--- config.mk ---
export PLATFORM = sky130hd
export DESIGN_NAME = int_ctrl
export DESIGN_NICKNAME = d
export VERILOG_FILES = /design/src/rtl/int_ctrl_pkg.sv /design/src/rtl/int_ctrl_irq_sync_edge.sv /design/src/rtl/int_ctrl.sv
export SDC_FILE = /design/constraint.sdc
export NUM_CORES = 1
export LEC_CHECK = 0
export ABC_AREA = 1
export CAP_MARGIN = 5
export CORE_MARGIN = 3
export CORE_UTILIZATION = 35
export CTS_CLUSTER_DIAMETER = 120
export CTS_CLUSTER_SIZE = 24
export DETAILED_ROUTE_END_ITERATION = 6
export PLACE_DENSITY = 0.59
export SETUP_SLACK_MARGIN = 0.5
export SLEW_MARGIN = 25
export SYNTH_ARGS = -nofsm -noshare
export SYNTH_HDL_FRONTEND = slang
export SYNTH_SLANG_ARGS = --single-unit
--- constraint.sdc ---
create_clock -name clk -period 2.5 [get_ports clk]
set_input_delay 0.375 -clock clk [delete_from_list [all_inputs] [get_ports clk]]
set_output_delay 0.375 -clock clk [all_outputs]
set_load 0.02 [all_outputs]
--- src/rtl/int_ctrl_pkg.sv ---
// Shared definitions for the interrupt controller: FSM state encoding and source limit.
package int_pkg;

   typedef enum logic [1:0] {
      IDLE    = 2'b00,
      REQ     = 2'b01,
      SERVICE = 2'b10
   } state_t;

   localparam int INT_MAX_SRC = 16;

endpackage

--- src/rtl/int_ctrl_irq_sync_edge.sv ---
// Per-source 2-flop synchroniser followed by a registered rising-edge detector.
module irq_sync_edge (
   input  logic clk,
   input  logic rst,
   input  logic irq_i,
   output logic rise_o
);

   logic s1_q;
   logic s2_q;
   logic s2_dly_q;

   always_ff @(posedge clk or posedge rst) begin
      if (rst) begin
         s1_q     <= 1'b0;
         s2_q     <= 1'b0;
         s2_dly_q <= 1'b0;
      end else begin
         s1_q     <= irq_i;
         s2_q     <= s1_q;
         s2_dly_q <= s2_q;
      end
   end

   assign rise_o = s2_q & ~s2_dly_q;

endmodule

--- src/rtl/int_ctrl.sv ---
// Fixed-priority interrupt controller with pending/enable registers and a
// request / acknowledge / end-of-interrupt handshake towards the core.
module int_ctrl
   import int_pkg::*;
#(
   parameter int N_SRC = 4,
   parameter int ID_W  = $clog2(N_SRC)
) (
   input  logic             clk,
   input  logic             rst,
   input  logic [N_SRC-1:0] irq,
   input  logic             en_wr,
   input  logic [N_SRC-1:0] en_data,
   input  logic             int_ack,
   input  logic             eoi,
   output logic             INT,
   output logic [ID_W-1:0]  int_id,
   output logic [N_SRC-1:0] pending,
   output logic [N_SRC-1:0] en
);

   logic [N_SRC-1:0] rise;
   logic [N_SRC-1:0] pending_q;
   logic [N_SRC-1:0] pending_d;
   logic [N_SRC-1:0] en_q;
   logic [N_SRC-1:0] elig;
   logic [N_SRC-1:0] clr;
   state_t           state_q;
   logic             int_q;
   logic [ID_W-1:0]  id_q;

   for (genvar g = 0; g < N_SRC; g++) begin : g_src
      irq_sync_edge u_sync (
         .clk    (clk),
         .rst    (rst),
         .irq_i  (irq[g]),
         .rise_o (rise[g])
      );
   end

   // Lowest set index wins; scanning downward leaves the smallest hit last.
   function automatic logic [ID_W-1:0] first_set(input logic [N_SRC-1:0] v);
      first_set = '0;
      for (int unsigned i = N_SRC; i > 0; i--) begin
         if (v[i-1]) first_set = ID_W'(i - 1);
      end
   endfunction

   always_comb begin
      elig = pending_q & en_q;
      clr  = '0;
      if (state_q == SERVICE && eoi) clr[id_q] = 1'b1;
      // A rise arriving with the clear keeps the source pending.
      pending_d = (pending_q & ~clr) | rise;
   end

   always_ff @(posedge clk or posedge rst) begin
      if (rst) begin
         pending_q <= '0;
         en_q      <= '0;
      end else begin
         pending_q <= pending_d;
         if (en_wr) en_q <= en_data;
      end
   end

   always_ff @(posedge clk or posedge rst) begin
      if (rst) begin
         state_q <= IDLE;
         int_q   <= 1'b0;
         id_q    <= '0;
      end else begin
         case (state_q)
            IDLE: begin
               if (|elig) begin
                  id_q    <= first_set(elig);
                  state_q <= REQ;
                  int_q   <= 1'b1;
               end
            end
            REQ: begin
               if (int_ack) begin
                  state_q <= SERVICE;
                  int_q   <= 1'b0;
               end
            end
            SERVICE: begin
               if (eoi) state_q <= IDLE;
            end
            default: begin
               state_q <= IDLE;
               int_q   <= 1'b0;
            end
         endcase
      end
   end

   assign INT     = int_q;
   assign int_id  = id_q;
   assign pending = pending_q;
   assign en      = en_q;

endmodule

==> summary.txt, run 1 <==
Setup path
  • Worst endpoint required time: 2.12 ns
  • Critical path startpoint category: flip-flop
  • R2R Path Start: state_q[0]
  • Crit Path Class: reg2out
  • Critical path fanouts, max: 5
  • CP Launch Point: int_id[0]
  • Critical Path Max Stage Delay: 0.64 ns
  • CP cell instances: clkdlybuf4s50_1
  • Reg2Reg Setup Slack: 1.46 ns
  • R2R Path End: pending[1]
  • Critical path's top delay family: buffers and inverters
  • R2R depth: 6
  • Worst path bufs/invs: 1
  • CP Capture Type: output port
  • Worst EP arrival: 1.41 ns
  • Crit-path slowest cell: clkdlybuf4s50_1

Route
  • Vias: 637
  • Routed WL: 1.57 mm
  • Pre-antenna DRT Iters: 3
  • DRC: 0
  • Avg WL per Cell: 11.0 µm
  • Vias per cell: 4.45
  • Initial DRC count: 7
  • Detail Route Antenna Nets: 0

Timing
  • Setup TNS Final: 0 ns
  • Final WS setup: 0.715 ns
  • RSZ-0062 raised after global routing: no
  • Least-Margin Pin Slew: 0.304 ns
  • Max Slew Vio Count: 0
  • Tmin final: 1.78 ns
  • Final hold vios: 0
  • Fmax: 560 MHz
  • Tcrit/Tclk final: 71.4%
  • Slew margin rel.: 79.7%
  • Setup Viol. Count Final: 0
  • Clock skew: 0.00320 ns

Floorplan
  • Die ar.: 0.00327 mm²
  • CORE AREA: 0.00234 mm²
  • Die W: 57.2 µm
  • Rows: 17
  • IO Count: 24
  • Die Ht: 57.2 µm
  • Starting Density: 39.2%

Power and ir drop
  • Worst vdd ir: 0.000637 V
  • Leak: 0.586 nW
  • Total power: 1.08 mW
  • P per Cell Area: 886 mW/mm²

Synthesis
  • Adder-cell area share of the yosys netlist: 0%
  • FF+latch count, synth: 25
  • Synthesized cell area: 917 µm²
  • Multiplexer area fraction after synthesis: 4.91%
  • Synth Area in XOR/XNOR: 0%
  • Post-synthesis cell count: 87
  • Synthesized net count: 100
  • Largest family of logic cells by synthesized area: simple AND/OR/NAND/NOR gates
  • Syn Area/Cell: 10.5 µm²
  • Syn. warnings: 0
  • Synth cell types: 12
  • Synth Area in Simple Gates: 18.0%
  • Compound-gate portion of the synthesized area: 2.73%
  • Post-synthesis sequential area ratio: 68.2%

Final layout
  • Most frequent cells in the layout: nand2_1 (27), dfrtp_1 (25), clkdlybuf4s50_1 (23)
  • Most common cell after layout, fill and taps aside: nand2_1
  • Share of cells above drive strength 1: 13.0%
  • Area grow syn2layout: 33.2%
  • ANT cells: 0
  • Final #Nets: 129

Hold path
  • Hold Startpoint: g_src[2].u_sync.s1_q
  • Hold Crit Depth: 0
  • Worst hold path endpoint: g_src[2].u_sync.s2_q
  • Min-Delay Path Class: reg2reg

Clock network
  • H-tree levels: 1
  • CTS Hold Buffers Added: 0
  • Inserted Clock Buffers: 3
  • Max clock buf depth: 2
  • CTS tree: yes
  • Worst skew pair latency: 0.31 ns
  • Root buffer cell: clkbuf_4
  • Clk sinks: 25
  • Clock transition at path regs: 0.14 ns
  • Post-CTS setup buffers: 0
  • Post_cts resized: 0

Global routing
  • Largest net degree at the start of global routing: 26
  • First-pass GRT wire length: 2.81 mm
  • Vias in the first global route: 618
  • Grt total ovfl: 0
  • GRT Overall Usage: 11.1%
  • Initial antenna violation count: 0

Place
  • Placer Congestion: 0.724
  • Port-buffer cells: 23
  • Worst slack, placed: 1.05 ns
  • Dpl hpwl: 1.25 mm

Job
  • Max cap viols: 0

Outcome
  • Outcome: finished clean
==> where the power goes <==
part | internal, mW | total [mW] | switching [mW]
logic | 0.158 | 0.367 | 0.208
registers | 0.473 | 0.530 | 0.0566
clock network | 0.0649 | 0.185 | 0.121
==> worst max path at each step <==
stage / depth (start not counted) / to / slack, ns
4_1_cts: 1 / int_id[0] / 0.70
2_1_floorplan: 7 / int_id[0] / 1.50
3_3_place_gp: 6 / pending[1] / 1.06
3_5_place_dp: 6 / pending[1] / 1.05
6_report: 1 / int_id[0] / 0.72
5_1_grt: 1 / int_id[0] / 0.66
==> stage by stage <==
step	util (%)	hold WS, ns	std cells	area (µm²)
final	52.2	0.364	143	1220
after global routing	52.2	0.378	143	1220
after CTS	52.2	0.368	143	1220
after detailed placement	50.9	0.336	139	1190
after global placement	50.9	0.332	139	1190
after floorplan	-	0.331	87	917
==> logic make-up (layout without fill, tap and decap cells) <==
family / Yosys count / in the layout
and+or+nand+nor: 38 / 38
DFF: 25 / 25
buffers and inverters: 15 / 43
AOI/OAI and AO/OA: 5 / 5
muxes: 4 / 4
==> sequential cells by signal, summed over array words and instances (netlist names) <==
| register | cells |
|---|---|
| pending | 4 |
| state_q | 2 |
| g_src.u_sync.s1_q | 4 |
| g_src.u_sync.s2_dly_q | 4 |
| en | 4 |
| int_id | 2 |
| g_src.u_sync.s2_q | 4 |
| INT | 1 |
==> cell usage after synthesis (all sizes together) <==
master / instances / area, µm²
nor2: 2 / 10.0
dfrtp: 25 / 626
inv: 14 / 52.6
nand2: 32 / 133
nand3: 3 / 15.0
o21ai: 5 / 25.0
mux2: 4 / 45.0
clkinv: 1 / 3.75
nand3b: 1 / 7.51
==> per-layer routing <==
layer | vias up | track usage, % | wire (µm)
met4 | 0 | 1.99 | 13
met2 | 16 | 18.8 | 795
li1 | 321 | - | -
met5 | - | 0 | 0
met3 | 2 | 4.98 | 90
met1 | 298 | 13.3 | 671
==> final cells by class <==
| type | instances | area [µm²] |
|---|---|---|
| Clock inverter | 1 | 8.76 |
| Inverter | 15 | 56.3 |
| Multi-Input combinational cell | 47 | 235 |
| Sequential cell | 25 | 626 |
| Tap cell | 28 | 35.0 |
| Fill cell | 219 | 1120 |
| Timing Repair Buffer | 24 | 238 |
| Clock buffer | 3 | 22.5 |
Note: power is estimated with default switching activity, not from simulation.
==> run 2, diff against run 1 <==
==> constraint.sdc (replaced) <==
create_clock -name clk -period 1.7 [get_ports clk]
set_input_delay 0.255 -clock clk [delete_from_list [all_inputs] [get_ports clk]]
set_output_delay 0.255 -clock clk [all_outputs]
set_load 0.02 [all_outputs]
==> run 2 against run 1 <==
Compared with the run above: critical path type unchanged; sequential power is 43% higher; non-clock buffer count increased by 7; final area increased by 0.10%; clock-buffer cell count rose by 1.
==> summary.txt, run 2 (same netlist as run 1, synthesis figures left out) <==
Setup path
  • Critical path startpoint category: flip-flop
  • Critical Path Max Stage Delay: 0.41 ns
  • Worst EP arrival: 0.87 ns
  • Worst endpoint required time: 1.44 ns
  • CP cell instances: buf_2
  • CP Capture Type: output port
  • Worst path bufs/invs: 1
  • Crit Path Class: reg2out
  • Crit-path slowest cell: dfrtp_1
  • Critical path fanouts, max: 3
  • Critical path's top delay family: flip-flops

Place
  • Placer Congestion: 0.726
  • Area post-placement: 0.00119 mm²
  • Worst slack, placed: 0.370 ns
  • Port-buffer cells: 23
  • Dpl hpwl: 1.22 mm

Floorplan
  • Die ar.: 0.00327 mm²
  • CORE AREA: 0.00234 mm²
  • Die W: 57.2 µm
  • IO Count: 24
  • Rows: 17
  • Starting Density: 39.2%
  • Die Ht: 57.2 µm

Timing
  • Tcrit/Tclk final: 66.4%
  • Clock skew: 0.00319 ns
  • Setup TNS Final: 0 ns
  • Tmin final: 1.13 ns
  • Slew margin rel.: 79.8%
  • Setup Viol. Count Final: 0
  • Final hold vios: 0
  • Max Slew Vio Count: 0
  • Fmax: 886 MHz
  • Fin Hold WS: 0.290 ns
  • Least-Margin Pin Slew: 0.303 ns
  • Final WS setup: 0.572 ns
  • RSZ-0062 raised after global routing: yes

Clock network
  • Worst skew pair latency: 0.30 ns
  • Clock transition at path regs: 0.12 ns
  • Clk sinks: 25
  • Max clock buf depth: 2
  • H-tree levels: 1
  • Inserted Clock Buffers: 3
  • Root buffer cell: clkbuf_4
  • CTS tree: yes

Power and ir drop
  • Clk pwr share: 15.6%
  • Worst vdd ir: 0.000694 V
  • Sw Share: 35.6%
  • Switch Pwr: 0.560 mW
  • Leak: 0.610 nW
  • P per Cell Area: 1290 mW/mm²
  • Seq pwr share: 48.1%
  • Logic pwr share: 36.4%
  • Internal power: 1.01 mW

Final layout
  • Share of cells above drive strength 1: 27.0%
  • Number of fill cells in the layout: 220
  • Final Instance Area: 0.00122 mm²
  • Most common cell after layout, fill and taps aside: nand2_1
  • ANT cells: 0
  • Area grow syn2layout: 33.3%
  • Final #Nets: 136
  • Most frequent cells in the layout: nand2_1 (27), dfrtp_1 (25), clkdlybuf4s50_1 (12)

Route
  • Vias: 664
  • DRC: 0
  • Pre-antenna DRT Iters: 4
  • Vias per cell: 4.43
  • Routed WL: 1.66 mm
  • Detail Route Antenna Nets: 0
  • Initial DRC count: 9
  • Avg WL per Cell: 11.1 µm

Hold path
  • Min-Delay Path Class: in2async

Global routing
  • GRT Overall Usage: 11.2%
  • Largest net degree at the start of global routing: 26
  • Vias in the first global route: 670
  • Grt total ovfl: 0
  • First-pass GRT wire length: 2.88 mm
  • Initial antenna violation count: 0

Outcome
  • Outcome: finished clean

Job
  • Max cap viols: 0
-- run 2: cell types whose count changed in the layout (fill, tap and decap cells not counted), sizes merged --
| cell | change |
|---|---|
| clkdlybuf4s50 | -11 |
| clkbuf | +1 |
| buf | +18 |
| inv | -1 |
-- run 2: worst paths after layout --
kind                                      startpoint                   end  slack, ns  cells past startpoint
worst min-delay path                             rst  g_src[0].u_sync.s1_q       0.29                      3
worst min register to register  g_src[2].u_sync.s1_q  g_src[2].u_sync.s2_q       0.36                      0
worst max-delay path                           en[1]                 en[1]       0.57                      1
worst max register to register            pending[0]             int_id[0]       0.61                      8
max in group asynchronous                        rst                 en[0]       1.18                      3
min in group clk                g_src[2].u_sync.s1_q  g_src[2].u_sync.s2_q       0.36                      0
-- run 2: cell type report --
type,instances,area [µm²],share of cell area (%)
clock buffer,4,26.3,2.15
inverter,15,56.3,4.61
multi-input combinational,47,238,19.4
sequential,25,626,51.2
tap,28,35.0,2.87
timing repair buffer,31,241,19.8
-- run 2: repair_timing --
| action | 4_1_cts | 5_1_grt |
|---|---|---|
| hold endpoints to repair | 0 | 0 |
| resized for setup | 43 | 4 |
| hold buffers | 0 | 0 |
| setup endpoints to repair | 11 | 3 |
| setup buffers | 7 | 0 |
-- run 2: worst register-to-register path: stages, from the launching register on --
cell	delay (ns)
dfrtp_1	0.41
buf_4	0.14
nand2_1	0.08
nand2_1	0.09
nand2_2	0.09
nand2_2	0.06
inv_2	0.07
nand2_1	0.05
nand2_1	0.06
-- run 2: power by group through the flow --
| stage | registers [mW] | logic (mW) | clock network (mW) |
|---|---|---|---|
| 4_1_cts | 0.757 | 0.577 | 0.262 |
| 5_1_grt | 0.769 | 0.641 | 0.292 |
| 6_report | 0.756 | 0.573 | 0.245 |
| 3_5_place_dp | 0.791 | 0.547 | 0 |
| 3_3_place_gp | 0.786 | 0.540 | 0 |
| 2_1_floorplan | 0.849 | 0.261 | 0 |
-- run 2: per-stage QoR --
step                util [%]  power, mW  instances
floorplan                  -       1.11         87
global placement        50.9       1.33        139
detailed placement      50.9       1.34        139
CTS                     52.1       1.60        150
global route            52.2       1.70        150
finish                  52.2       1.57        150
-- run 2: metal layers --
layer,vias up,track usage [%],part of all wire (%)
met1,317,13.0,42
met5,-,0,0
met3,2,2.49,5.7
met2,14,19.9,51
met4,0,4.64,1.0
li1,331,-,-
==> run 3, diff against run 2 <==
--- a/config.mk
+++ b/config.mk
@@ -12,7 +12,7 @@
 export CTS_CLUSTER_DIAMETER = 120
 export CTS_CLUSTER_SIZE = 24
 export DETAILED_ROUTE_END_ITERATION = 6
-export PLACE_DENSITY = 0.59
+export PLACE_DENSITY = 0.61
 export SETUP_SLACK_MARGIN = 0.5
 export SLEW_MARGIN = 25
 export SYNTH_ARGS = -nofsm -noshare
==> constraint.sdc (replaced) <==
create_clock -name clk -period 1 [get_ports clk]
set_input_delay 0.15 -clock clk [delete_from_list [all_inputs] [get_ports clk]]
set_output_delay 0.15 -clock clk [all_outputs]
set_load 0.02 [all_outputs]
==> run 3 against run 2 <==
Compared with the run above: the flow now finishes with violations (setup timing); via count rose by 9.0%; final area is 25% higher; first-iteration DRC count fell by 11%; routed wire length grew 20%; clock skew shrank 0.0021 ns; critical path depth grew 5; largest power group is now combinational logic; highest routed layer unchanged.
==> summary.txt, run 3 (same netlist as run 1, synthesis figures left out) <==
Outcome
  • Outcome: complete, but fails checks
  • Failing checks: setup timing

Timing
  • Tcrit/Tclk final: 107%
  • Least-Margin Pin Slew: 0.259 ns
  • Setup Viol. Count Final: 18
  • Fin Hold WS: 0.162 ns
  • Final WS setup: -0.0699 ns
  • Tmin final: 1.07 ns
  • RSZ-0062 raised after global routing: yes
  • Slew margin rel.: 82.7%
  • Fmax: 935 MHz
  • Final hold vios: 0
  • Max Slew Vio Count: 0
  • Clock skew: 0.00105 ns

Clock network
  • Root buffer cell: clkbuf_4
  • Worst skew pair latency: 0.32 ns
  • Inserted Clock Buffers: 3
  • Clock transition at path regs: 0.14 ns
  • Clk sinks: 25
  • Max clock buf depth: 2
  • CTS tree: yes
  • H-tree levels: 1
  • CTS Hold Buffers Added: 0

Global routing
  • Met1 Use GR: 16.6%
  • First-pass GRT wire length: 3.37 mm
  • Grt total ovfl: 0
  • GRT met2 Usage: 22.8%
  • Vias in the first global route: 734
  • Met3 Use GR: 5.20%
  • Initial antenna violation count: 0
  • Largest net degree at the start of global routing: 26
  • Busiest grt layer: met2
  • GRT Overall Usage: 13.7%

Floorplan
  • Rows: 17
  • CORE AREA: 0.00234 mm²
  • IO Count: 24
  • Die Ht: 57.2 µm
  • Die W: 57.2 µm
  • Starting Density: 39.2%
  • Die ar.: 0.00327 mm²

Route
  • Initial DRC count: 8
  • Routed WL: 1.99 mm
  • Avg WL per Cell: 12.5 µm
  • Vias per cell: 4.55
  • DRC: 0
  • Detail Route Antenna Nets: 0
  • Pre-antenna DRT Iters: 4
  • Vias: 724

Power and ir drop
  • Logic pwr share: 46.4%
  • Clk pwr share: 14.1%
  • Sw Share: 36.4%
  • Worst vdd ir: 0.00146 V
  • Switch Pwr: 1.23 mW
  • Internal power: 2.14 mW
  • Leak: 0.738 nW
  • P per Cell Area: 2200 mW/mm²
  • Seq pwr share: 39.5%

Setup path
  • R2R Path End: pending[1]
  • CP Launch Point: state_q[0]
  • CP Capture Type: flip-flop
  • Critical path's top delay family: flip-flops
  • Worst EP arrival: 1.30 ns
  • Worst endpoint required time: 1.23 ns
  • Critical path startpoint category: flip-flop
  • Critical Path Max Stage Delay: 0.42 ns
  • Reg2Reg Setup Slack: -0.07 ns
  • CP cell instances: inv_2 -> nand2_4 -> nor2_4 -> nand2_2 -> o21ai_1 -> nand2_1
  • Crit Path Class: reg2reg
  • Critical path fanouts, max: 3
  • Worst path bufs/invs: 1
  • Crit-path slowest cell: dfrtp_1
  • R2R depth: 6
  • R2R Path Start: state_q[0]

Final layout
  • Final #Nets: 145
  • ANT cells: 0
  • Most frequent cells in the layout: buf_6 (21), nand2_1 (18), dfrtp_1 (15)
  • Area grow syn2layout: 66.4%
  • Multi-input logic area: 338 µm²
  • Post-Layout Cell Count: 159
  • Most common cell after layout, fill and taps aside: buf_6
  • Share of cells above drive strength 1: 54.2%
  • Final Instance Area: 0.00153 mm²
  • Storage element area: 638 µm²
  • Number of fill cells in the layout: 178

Place
  • Worst slack, placed: -0.248 ns
  • Placed instance count: 151
  • Placer Congestion: 0.805
  • Dpl hpwl: 1.37 mm
  • Area post-placement: 0.00132 mm²
  • Port-buffer cells: 23

Hold path
  • Min-Delay Path Class: in2async

Job
  • Max cap viols: 0
==> run 3: area by class of cell <==
class | instances | area share (%)
Clock buffer | 3 | 1.48
Clock inverter | 1 | 0.574
Inverter | 15 | 4.10
Multi-Input combinational cell | 47 | 22.1
Sequential cell | 25 | 41.8
Tap cell | 28 | 2.30
Timing Repair Buffer | 40 | 27.6
==> run 3: power groups by stage <==
| stage | Combinational (mW) | Clock (mW) | Sequential, mW |
|---|---|---|---|
| after global routing | 1.69 | 0.546 | 1.36 |
| after global placement | 1.13 | 0 | 1.31 |
| after detailed placement | 1.15 | 0 | 1.31 |
| after floorplan | 0.459 | 0 | 1.46 |
| after CTS | 1.27 | 0.505 | 1.31 |
| final | 1.56 | 0.474 | 1.33 |
==> run 3: worst max path at each step <==
stage | to | slack [ns] | cells past startpoint
final | pending[1] | -0.07 | 6
after global placement | pending[0] | -0.25 | 6
after detailed placement | pending[0] | -0.25 | 6
after global routing | pending[3] | -0.16 | 6
after floorplan | int_id[0] | 0.06 | 6
after CTS | en[0] | -0.07 | 1
==> run 3: repair_timing <==
item | CTS | global route
resized for setup | 71 | 31
setup buffers | 2 | 2
pin swaps | 3 | 10
setup endpoints to repair | 28 | 30
gates cloned | 0 | 0
==> run 3: worst reg2reg max path: cells and delay by family (launching register included) <==
kind | cells | cell delay, ns
compound gates | 1 | 0.14
flops | 1 | 0.42
buf+inv | 1 | 0.09
simple gates | 4 | 0.32
==> run 3: per-layer routing <==
| metal | wire length [µm] | vias to the layer above |
|---|---|---|
| met4 | 29 | 0 |
| met3 | 121 | 5 |
| met5 | 0 | - |
| met2 | 1110 | 18 |
| met1 | 732 | 348 |
| li1 | - | 353 |
==> run 3: through the flow <==
stage	util (%)	setup TNS [ns]	total power [mW]
final	65.2	-0.835	3.37
after global routing	65.2	-1.95	3.59
after CTS	59.9	-1.02	3.09
after detailed placement	56.4	-2.99	2.46
after global placement	56.4	-2.80	2.44
after floorplan	-	0	1.92
